**src/rtl/serial_pkg.sv**
```systemverilog
// serial_pkg: shared definitions for the asynchronous-serial transmitter.
//   - PARITY_* : encodings for the PARITY parameter of serial_tx
//   - tx_state_e : transmitter FSM states
//   - calc_parity : maps the XOR of the data bits to the transmitted parity bit
package serial_pkg;

    localparam int unsigned PARITY_NONE = 0;
    localparam int unsigned PARITY_ODD  = 1;
    localparam int unsigned PARITY_EVEN = 2;

    typedef enum logic [2:0] {
        StIdle,
        StStart,
        StData,
        StParity,
        StStop
    } tx_state_e;

    // xor_all is the reduction XOR of the data bits. Odd parity makes the total
    // count of ones (data + parity) odd, so it transmits the inverse.
    function automatic logic calc_parity(input logic xor_all, input int unsigned mode);
        return (mode == PARITY_ODD) ? ~xor_all : xor_all;
    endfunction

endpackage

```
**src/rtl/serial_fifo.sv**
```systemverilog
// serial_fifo: synchronous first-word-fall-through FIFO.
//   clk   : clock, rising edge
//   rst   : synchronous active-high reset, clears pointers and occupancy
//   push  : write request; ignored while full (full is sampled before any pop)
//   pop   : read request; ignored while empty
//   wdata : data written on an accepted push
//   rdata : current head entry (valid while empty is low)
//   full  : registered, high when the FIFO holds DEPTH entries
//   empty : high when no entries are stored
//   level : registered occupancy, 0..DEPTH
module serial_fifo #(
    parameter int unsigned WIDTH = 8,
    parameter int unsigned DEPTH = 16
) (
    input  logic                     clk,
    input  logic                     rst,
    input  logic                     push,
    input  logic                     pop,
    input  logic [WIDTH-1:0]         wdata,
    output logic [WIDTH-1:0]         rdata,
    output logic                     full,
    output logic                     empty,
    output logic [$clog2(DEPTH):0]   level
);

    localparam int unsigned AW = $clog2(DEPTH);
    localparam int unsigned LW = AW + 1;

    logic [WIDTH-1:0] mem [DEPTH];

    // Pointers carry one extra wrap bit: equal pointers mean empty, pointers
    // that differ only in the wrap bit mean full.
    logic [AW:0] wr_ptr_q;
    logic [AW:0] rd_ptr_q;
    logic [AW:0] level_q;
    logic [AW:0] level_d;
    logic        full_q;
    logic        push_ok;
    logic        pop_ok;

    assign empty   = (wr_ptr_q == rd_ptr_q);
    // A push into a full FIFO is rejected even when a pop happens in the
    // same cycle, keeping the overflow decision purely registered.
    assign push_ok = push && !full_q;
    assign pop_ok  = pop && !empty;
    assign rdata   = mem[rd_ptr_q[AW-1:0]];
    assign full    = full_q;
    assign level   = level_q;

    always_comb begin
        level_d = level_q;
        if (push_ok && !pop_ok) begin
            level_d = level_q + LW'(1);
        end else if (!push_ok && pop_ok) begin
            level_d = level_q - LW'(1);
        end
    end

    always_ff @(posedge clk) begin
        if (rst) begin
            wr_ptr_q <= '0;
            rd_ptr_q <= '0;
            level_q  <= '0;
            full_q   <= 1'b0;
        end else begin
            if (push_ok) begin
                wr_ptr_q <= wr_ptr_q + LW'(1);
            end
            if (pop_ok) begin
                rd_ptr_q <= rd_ptr_q + LW'(1);
            end
            level_q <= level_d;
            full_q  <= (level_d == LW'(DEPTH));
        end
    end

    // Storage needs no reset; the pointers define which entries are valid.
    always_ff @(posedge clk) begin
        if (push_ok) begin
            mem[wr_ptr_q[AW-1:0]] <= wdata;
        end
    end

endmodule

```
**src/rtl/serial_tx.sv**
```systemverilog
// serial_tx: parametrised asynchronous-serial transmitter with input FIFO.
// Frames are: start bit (0), DATA_BITS data bits LSB first, optional parity
// bit, STOP_BITS stop bits (1). Each bit lasts DIVISOR clocks.
//   clk      : clock, rising edge
//   rst      : synchronous active-high reset; aborts any frame, empties FIFO
//   char     : character to enqueue
//   send     : enqueue request, sampled every clock
//   full     : FIFO holds FIFO_DEPTH entries
//   overflow : one-cycle pulse the cycle after a send was rejected as full
//   level    : FIFO occupancy
//   out      : serial line, idle high, driven from a flop
//   busy     : a frame is being shifted or the FIFO is non-empty
module serial_tx
    import serial_pkg::*;
#(
    parameter int unsigned DIVISOR    = 868,
    parameter int unsigned DATA_BITS  = 8,
    parameter int unsigned PARITY     = 0,
    parameter int unsigned STOP_BITS  = 1,
    parameter int unsigned FIFO_DEPTH = 16
) (
    input  logic                          clk,
    input  logic                          rst,
    input  logic [DATA_BITS-1:0]          char,
    input  logic                          send,
    output logic                          full,
    output logic                          overflow,
    output logic [$clog2(FIFO_DEPTH):0]   level,
    output logic                          out,
    output logic                          busy
);

    localparam int unsigned CntW = $clog2(DIVISOR);
    localparam int unsigned BitW = 3;

    tx_state_e             state_q;
    logic [CntW-1:0]       baud_cnt_q;
    logic [BitW-1:0]       bit_cnt_q;
    logic [DATA_BITS-1:0]  shift_q;
    logic                  par_q;
    logic                  out_q;
    logic                  overflow_q;

    logic [DATA_BITS-1:0]  fifo_rdata;
    logic                  fifo_full;
    logic                  fifo_empty;
    logic                  fifo_pop;
    logic                  bit_done;
    logic                  frame_done;

    serial_fifo #(
        .WIDTH (DATA_BITS),
        .DEPTH (FIFO_DEPTH)
    ) u_fifo (
        .clk   (clk),
        .rst   (rst),
        .push  (send),
        .pop   (fifo_pop),
        .wdata (char),
        .rdata (fifo_rdata),
        .full  (fifo_full),
        .empty (fifo_empty),
        .level (level)
    );

    assign bit_done   = (baud_cnt_q == CntW'(DIVISOR - 1));
    assign frame_done = (state_q == StStop) && bit_done &&
                        (bit_cnt_q == BitW'(STOP_BITS - 1));
    // Pop either from idle or on the last clock of the final stop bit, so a
    // queued character starts with no idle gap.
    assign fifo_pop   = !fifo_empty && ((state_q == StIdle) || frame_done);

    assign full     = fifo_full;
    assign overflow = overflow_q;
    assign out      = out_q;
    assign busy     = (state_q != StIdle) || !fifo_empty;

    always_ff @(posedge clk) begin
        if (rst) begin
            overflow_q <= 1'b0;
        end else begin
            overflow_q <= send && fifo_full;
        end
    end

    always_ff @(posedge clk) begin
        if (rst) begin
            state_q    <= StIdle;
            baud_cnt_q <= '0;
            bit_cnt_q  <= '0;
            shift_q    <= '0;
            par_q      <= 1'b0;
            out_q      <= 1'b1;
        end else begin
            case (state_q)
                StIdle: begin
                    out_q      <= 1'b1;
                    baud_cnt_q <= '0;
                    bit_cnt_q  <= '0;
                    if (fifo_pop) begin
                        shift_q <= fifo_rdata;
                        par_q   <= calc_parity(^fifo_rdata, PARITY);
                        out_q   <= 1'b0;
                        state_q <= StStart;
                    end
                end

                StStart: begin
                    if (bit_done) begin
                        baud_cnt_q <= '0;
                        bit_cnt_q  <= '0;
                        out_q      <= shift_q[0];
                        state_q    <= StData;
                    end else begin
                        baud_cnt_q <= baud_cnt_q + CntW'(1);
                    end
                end

                StData: begin
                    if (bit_done) begin
                        baud_cnt_q <= '0;
                        if (bit_cnt_q == BitW'(DATA_BITS - 1)) begin
                            bit_cnt_q <= '0;
                            if (PARITY != PARITY_NONE) begin
                                out_q   <= par_q;
                                state_q <= StParity;
                            end else begin
                                out_q   <= 1'b1;
                                state_q <= StStop;
                            end
                        end else begin
                            // Shift right so the next bit is always at index 1.
                            bit_cnt_q <= bit_cnt_q + BitW'(1);
                            shift_q   <= {1'b0, shift_q[DATA_BITS-1:1]};
                            out_q     <= shift_q[1];
                        end
                    end else begin
                        baud_cnt_q <= baud_cnt_q + CntW'(1);
                    end
                end

                StParity: begin
                    if (bit_done) begin
                        baud_cnt_q <= '0;
                        bit_cnt_q  <= '0;
                        out_q      <= 1'b1;
                        state_q    <= StStop;
                    end else begin
                        baud_cnt_q <= baud_cnt_q + CntW'(1);
                    end
                end

                StStop: begin
                    if (bit_done) begin
                        baud_cnt_q <= '0;
                        if (frame_done) begin
                            bit_cnt_q <= '0;
                            if (fifo_pop) begin
                                shift_q <= fifo_rdata;
                                par_q   <= calc_parity(^fifo_rdata, PARITY);
                                out_q   <= 1'b0;
                                state_q <= StStart;
                            end else begin
                                out_q   <= 1'b1;
                                state_q <= StIdle;
                            end
                        end else begin
                            bit_cnt_q <= bit_cnt_q + BitW'(1);
                        end
                    end else begin
                        baud_cnt_q <= baud_cnt_q + CntW'(1);
                    end
                end

                default: begin
                    out_q   <= 1'b1;
                    state_q <= StIdle;
                end
            endcase
        end
    end

endmodule

```
**config.mk**
```make
export PLATFORM = sky130hd
export DESIGN_NAME = serial_tx
export DESIGN_NICKNAME = d
export VERILOG_FILES = /design/src/rtl/serial_pkg.sv /design/src/rtl/serial_fifo.sv /design/src/rtl/serial_tx.sv
export SDC_FILE = /design/constraint.sdc
export NUM_CORES = 1
export LEC_CHECK = 0
export CAP_MARGIN = 20
export CELL_PAD_IN_SITES_DETAIL_PLACEMENT = 2
export CELL_PAD_IN_SITES_GLOBAL_PLACEMENT = 2
export CORE_MARGIN = 3
export CORE_UTILIZATION = 48
export DETAILED_ROUTE_END_ITERATION = 16
export PLACE_DENSITY_LB_ADDON = 0.25
export SYNTH_ARGS = -nofsm -noshare
export SYNTH_HDL_FRONTEND = slang
export SYNTH_SLANG_ARGS = --single-unit
```
**constraint.sdc**
```tcl
create_clock -name clk -period 5.45 [get_ports clk]
set_input_delay 0.545 -clock clk [delete_from_list [all_inputs] [get_ports clk]]
set_output_delay 0.545 -clock clk [all_outputs]
set_load 0.02 [all_outputs]
```
==> results.toml, run 1 <==
[hold_path]
min-delay-start = "out"
min_path_type = "flop to flop"
hold_depth = 1
hold_path_end = "out"

[power]
p_seq_frac = 0.425
peakVddDrop_mv = 0.241
leakage_nw = 2.71
netSwitchingPower_mw = 1.19
clkPwrFrac = 0.326
powerDensity_mw_per_mm2 = 452
combPwrFrac = 0.249
internal_power_mw = 2.55
p_sw_frac = 0.319
p_total_mw = 3.74

[synth]
muxShareOfSynthArea = 0.116
synth_edf_count = 128
synth_flop_cell = "edfxtp_1"
synth.distinct_cells = 57
synth-compound-area-share = 0.0687
synth_common_cells = "128 x edfxtp_1, 63 x nor2_1, 46 x dfxtp_1, 32 x nand2_1, 27 x a21oi_1"
synthSimpleGateAreaFrac = 0.104
syn_avg_cell_area_sq_um = 14.1
synthAdderAreaFrac = 0.0187
synth_top_family_by_area = "multiplexers"
yosysSeqAreaShare = 0.646
yosys-top-cells-area = "edfxtp_1 52%, dfxtp_1 12%, mux4_2 7.9%"
yosysWarnings = 0
yosysTopAreaCell = "edfxtp_1"
netlist.area_leader.share = 0.521
synth_fp_nets = 544
synth_xor_area_frac = 0.0190
async_flop_share = 0
syn_area_sq_mm = 0.00737
synth_most_common_cell = "edfxtp_1"
netlist_instances = 522
synth-seq-cells = 174

[setup_path]
worst_r2r_startpoint = "bit_cnt_q[0]"
worstSetupEndpointType = "output pin"
crit_path_max_fanout = 10
rrSetupSlack_ns = 2.76
crit_required_ns = 4.91
ff2ff_path_depth = 8
crit_type = "flop to output pin"
arrival_ns = 2.16
r2r-end = "u_fifo.full"
critPathLaunchType = "flop"

[clocking]
ctsHoldBuffers = 0
clk_path_buf_depth = 2
clk_latency_ns = 0.43
clkTransAtPathRegs_ns = 0.07
cts_num_sinks = 174
cts_inserted_buffers = 17
cts_resized = 0
cts-htree-levels = 4
cts_tree = "done"
cts-root-buf = "clkbuf_16"
post_cts_buffers = 0

[routing]
firstDrtPassIters = 4
route.detailed.drc = 0
vias_per_cell = 6.17
antenna_left = 0
vias = 4561
wl_per_cell_um = 27.9
drt_iter0_markers = 399
wl_mm = 20.6

[placement]
dpl_cell_area_sq_mm = 0.00766
pre_cts_ws_ns = 2.38
place_congestion = 0.816
place_hpwl_mm = 12.5
port_buffers = 19
dp.cells = 703

[cells_and_area]
fillers = 1321
layout-drive-gt1-share = 0.155
fin_area_sq_mm = 0.00826
syn_to_final_growth_pct = 12.1
layout.cells.non_filler = 739
nets = 564
diodes = 0
utilization = 0.560

[timing]
worst-slew-pin-transition_ns = 1.06
slew-limit-headroom = 0.290
rsz0062_at_grt = "no"
fin_skew_ns = 0.0116
hold_viol_final = 0
min_period_ns = 2.71
post-route-period-util = 0.497
timing.setup.tns_ns = 0
fmax_mhz = 369
hold_ws_ns = 0.475
setup_viol_count_final = 0
finalMaxSlewViolations = 0
fin_ws_ns = 2.74

[floorplanning]
die-area_sq_mm = 0.0169
pin_count = 20
core-area_sq_mm = 0.0148
start_util = 0.500
die_x_um = 130
dieHeight_um = 130
rows = 44

[grt]
antenna_found_initial = 0
overflow = 0
track_usage = 0.263
grt_pass1_vias = 5018
grt_max_degree = 45
grt_pass1_wl_mm = 31.8

[outcome]
status = "completed"

[run]
drv_cap = 0
## placed cells by master (no fill, tap or decap), types with 8 or more instances in the layout
master	n
a21oi_1	27
nor3_1	10
o21ai_0	11
mux2_2	9
mux2i_1	17
xnor2_1	9
clkdlybuf4s50_1	19
clkbuf_16	17
nand2_1	32
nand3_1	13
ha_1	11
dfxtp_1	45
nor2_1	63
mux4_2	26
inv_1	8
edfxtp_1	128
## registers in the layout, summed over array words and instances (netlist names), named ones only
signal           cells
bit_cnt_q            3
u_fifo.full          1
out                  1
u_fifo.rd_ptr_q      5
state_q              3
overflow             1
u_fifo.level         5
u_fifo.mem         128
baud_cnt_q          10
shift_q              8
u_fifo.wr_ptr_q      5
## logic make-up after synthesis
logic type                 after synthesis
adders and majority gates               11
AOI/OAI and AO/OA                       77
DFF                                    174
and+or+nand+nor                        157
xor gates and xnor gates                16
muxes                                   52
buffers and inverters                   35
## per-layer routing
metal  global-route usage  up-vias  share of wire
li1                     -     2039              -
met1                0.319     2407           0.41
met2                0.476       97           0.54
met3               0.0622       18          0.033
met4               0.0623        0          0.013
met5                    0        -              0
## final cells by class
type,instances,area [sq um],area share
clock buffers,18,429,0.0519
clock inverters,14,145,0.0176
inverters,8,30.0,0.00363
multi-input cells,313,2410,0.291
flip-flops and latches,174,4770,0.577
well taps,184,230,0.0279
repair buffers,28,255,0.0309
## worst max path at each step
stage	start	end	slack (ns)	cells after the start
after floorplan	send	u_fifo.mem[3][0]	3.23	4
after global placement	send	u_fifo.mem[1][3]	2.64	5
after detailed placement	send	u_fifo.mem[1][3]	2.38	5
after CTS	u_fifo.wr_ptr_q[2]	busy	2.72	4
after global routing	baud_cnt_q[8]	u_fifo.full	2.46	6
final	u_fifo.wr_ptr_q[2]	busy	2.74	4
## power by group through the flow
stage / Clock, mW / Combinational, mW / Sequential (mW)
4_1_cts: 1.24 / 0.933 / 1.59
5_1_grt: 1.29 / 1.02 / 1.60
3_3_place_gp: 0 / 0.864 / 1.60
6_report: 1.22 / 0.929 / 1.59
3_5_place_dp: 0 / 0.911 / 1.61
2_1_floorplan: 0 / 0.667 / 1.61
## worst max-delay path, cell delays in order, from the launching register on
cell and delay (ns):
dfxtp_1 0.60, xnor2_1 0.21, and3_1 0.25, nand3_1 0.10, clkdlybuf4s50_1 0.57
(Power assumes the default switching activity.)
==> inputs of run 2 (changes only) <==
--- a/config.mk
+++ b/config.mk
@@ -9,7 +9,7 @@
 export CELL_PAD_IN_SITES_DETAIL_PLACEMENT = 2
 export CELL_PAD_IN_SITES_GLOBAL_PLACEMENT = 2
 export CORE_MARGIN = 3
-export CORE_UTILIZATION = 48
+export CORE_UTILIZATION = 40
 export DETAILED_ROUTE_END_ITERATION = 16
 export PLACE_DENSITY_LB_ADDON = 0.25
 export SYNTH_ARGS = -nofsm -noshare
==> constraint.sdc (replaced) <==
create_clock -name clk -period 2.2 [get_ports clk]
set_input_delay 0.22 -clock clk [delete_from_list [all_inputs] [get_ports clk]]
set_output_delay 0.22 -clock clk [all_outputs]
set_load 0.02 [all_outputs]
==> results.toml, run 2 (synthesis gave the netlist of run 1 again) <==
[grt]
overflow = 0
track_usage = 0.200
antenna_found_initial = 0
grt_pass1_wl_mm = 30.2
grt_pass1_vias = 5064
grt_max_degree = 35

[cells_and_area]
nets = 603
fin_area_sq_mm = 0.00877
final_common_cell = "edfxtp_1"
mostFrequentLayoutCells = "128 x edfxtp_1, 62 x nor2_1, 42 x dfxtp_1, 41 x buf_4, 31 x nand2_1"
syn_to_final_growth_pct = 18.9
utilization = 0.486
diodes = 0
fillers = 1695
layout-drive-gt1-share = 0.246
largest_reg_flops = 128

[run]
drv_cap = 0

[power]
leakage_nw = 2.94
peakVddDrop_mv = 0.562
p_total_mw = 9.55
powerDensity_mw_per_mm2 = 1090

[timing]
fin_ws_ns = -0.0283
rsz0062_at_grt = "yes"
min_period_ns = 2.23
post-route-period-util = 1.01
fmax_mhz = 449
worst-slew-pin-transition_ns = 0.681
hold_ws_ns = 0.391
setup_viol_count_final = 3
slew-limit-headroom = 0.544
fin_skew_ns = 0.0157
hold_viol_final = 0
finalMaxSlewViolations = 0

[floorplanning]
pin_count = 20
die-area_sq_mm = 0.0201
core-area_sq_mm = 0.0180
start_util = 0.409
die_x_um = 142
rows = 49
dieHeight_um = 142

[routing]
antenna_left = 0
route.detailed.drc = 0
wl_mm = 19.6
firstDrtPassIters = 4
vias_per_cell = 5.54
wl_per_cell_um = 23.8
vias = 4563
drt_iter0_markers = 221

[clocking]
cts_tree = "done"
cts_num_sinks = 174
cts-root-buf = "clkbuf_16"
clk_path_buf_depth = 2
clk_latency_ns = 0.43
cts_inserted_buffers = 17
cts-htree-levels = 4
clkTransAtPathRegs_ns = 0.07

[placement]
port_buffers = 19
dpl_cell_area_sq_mm = 0.00802
pre_cts_ws_ns = -0.122
place_congestion = 0.770
place_hpwl_mm = 12.7

[setup_path]
crit_path_top_delay_cell = "a211oi_2"
crit_path_max_fanout = 6
worstPathCellList = "inv_1, ha_1, and4bb_2, a31oi_2, a211oi_2, nor4_1, a311o_1, and4b_1"
crit_buf_inv = 1
cp_slowest_stage_delay_ns = 0.45
critPathLaunchType = "flop"
crit_required_ns = 2.52
crit_type = "flop to flop"
arrival_ns = 2.55
critPathTopFamily = "compound AO/OA/AOI/OAI gates"
worstSetupEndpointType = "flop"

[outcome]
violations = "setup timing"
status = "complete, but fails checks"

[hold_path]
min_path_type = "primary input to flop"
-- run 2: power by group --
group / switching, mW / total (mW) / internal (mW)
sequential: 0.197 / 3.93 / 3.73
combinational: 1.39 / 2.66 / 1.28
clock: 1.45 / 2.96 / 1.51
-- run 2: per-layer routing --
layer  GRT usage  share of wire  up-vias
li1            -              -     2107
met1       0.254           0.43     2379
met2       0.358           0.54       63
met3      0.0351          0.027       14
met4      0.0485         0.0098        0
met5           0              0        -
-- run 2: worst min-delay path: cells and delay by family --
kind          cells  cell delay (ns)
simple gates      2             0.12
buf+inv           1             0.44
-- run 2: path summary, 6_finish.rpt --
path | slack (ns) | start | end | cells after the start
hold reg to reg | 0.47 | shift_q[6] | shift_q[6] | 2
setup / recovery | -0.03 | bit_cnt_q[0] | u_fifo.full | 8
hold / removal | 0.39 | send | overflow | 3
setup reg to reg | -0.03 | bit_cnt_q[0] | u_fifo.full | 8
-- run 2: cell type report --
class / count / area (sq um) / share of cell area
inverter: 8 / 30.0 / 0.00342
clock buffer: 18 / 429 / 0.0489
multi-input combinational: 313 / 2500 / 0.285
clock inverter: 14 / 141 / 0.0161
tap: 229 / 287 / 0.0327
sequential: 174 / 4770 / 0.544
timing repair buffer: 67 / 612 / 0.0698
-- run 2: per-stage QoR --
stage                     setup TNS (ns)  cells
after CTS                        -0.0113    816
after floorplan                        0    522
final                            -0.0496    823
after global routing               -1.03    823
after detailed placement           -1.58    782
after global placement           -0.0272    782
-- run 2: repair_timing --
item	in CTS	in global routing
endpoints found under the setup margin	6	30
hold endpoints to repair	0	0
pin swaps	0	2
hold buffers	0	0
resized for setup	5	23
setup buffers	2	7
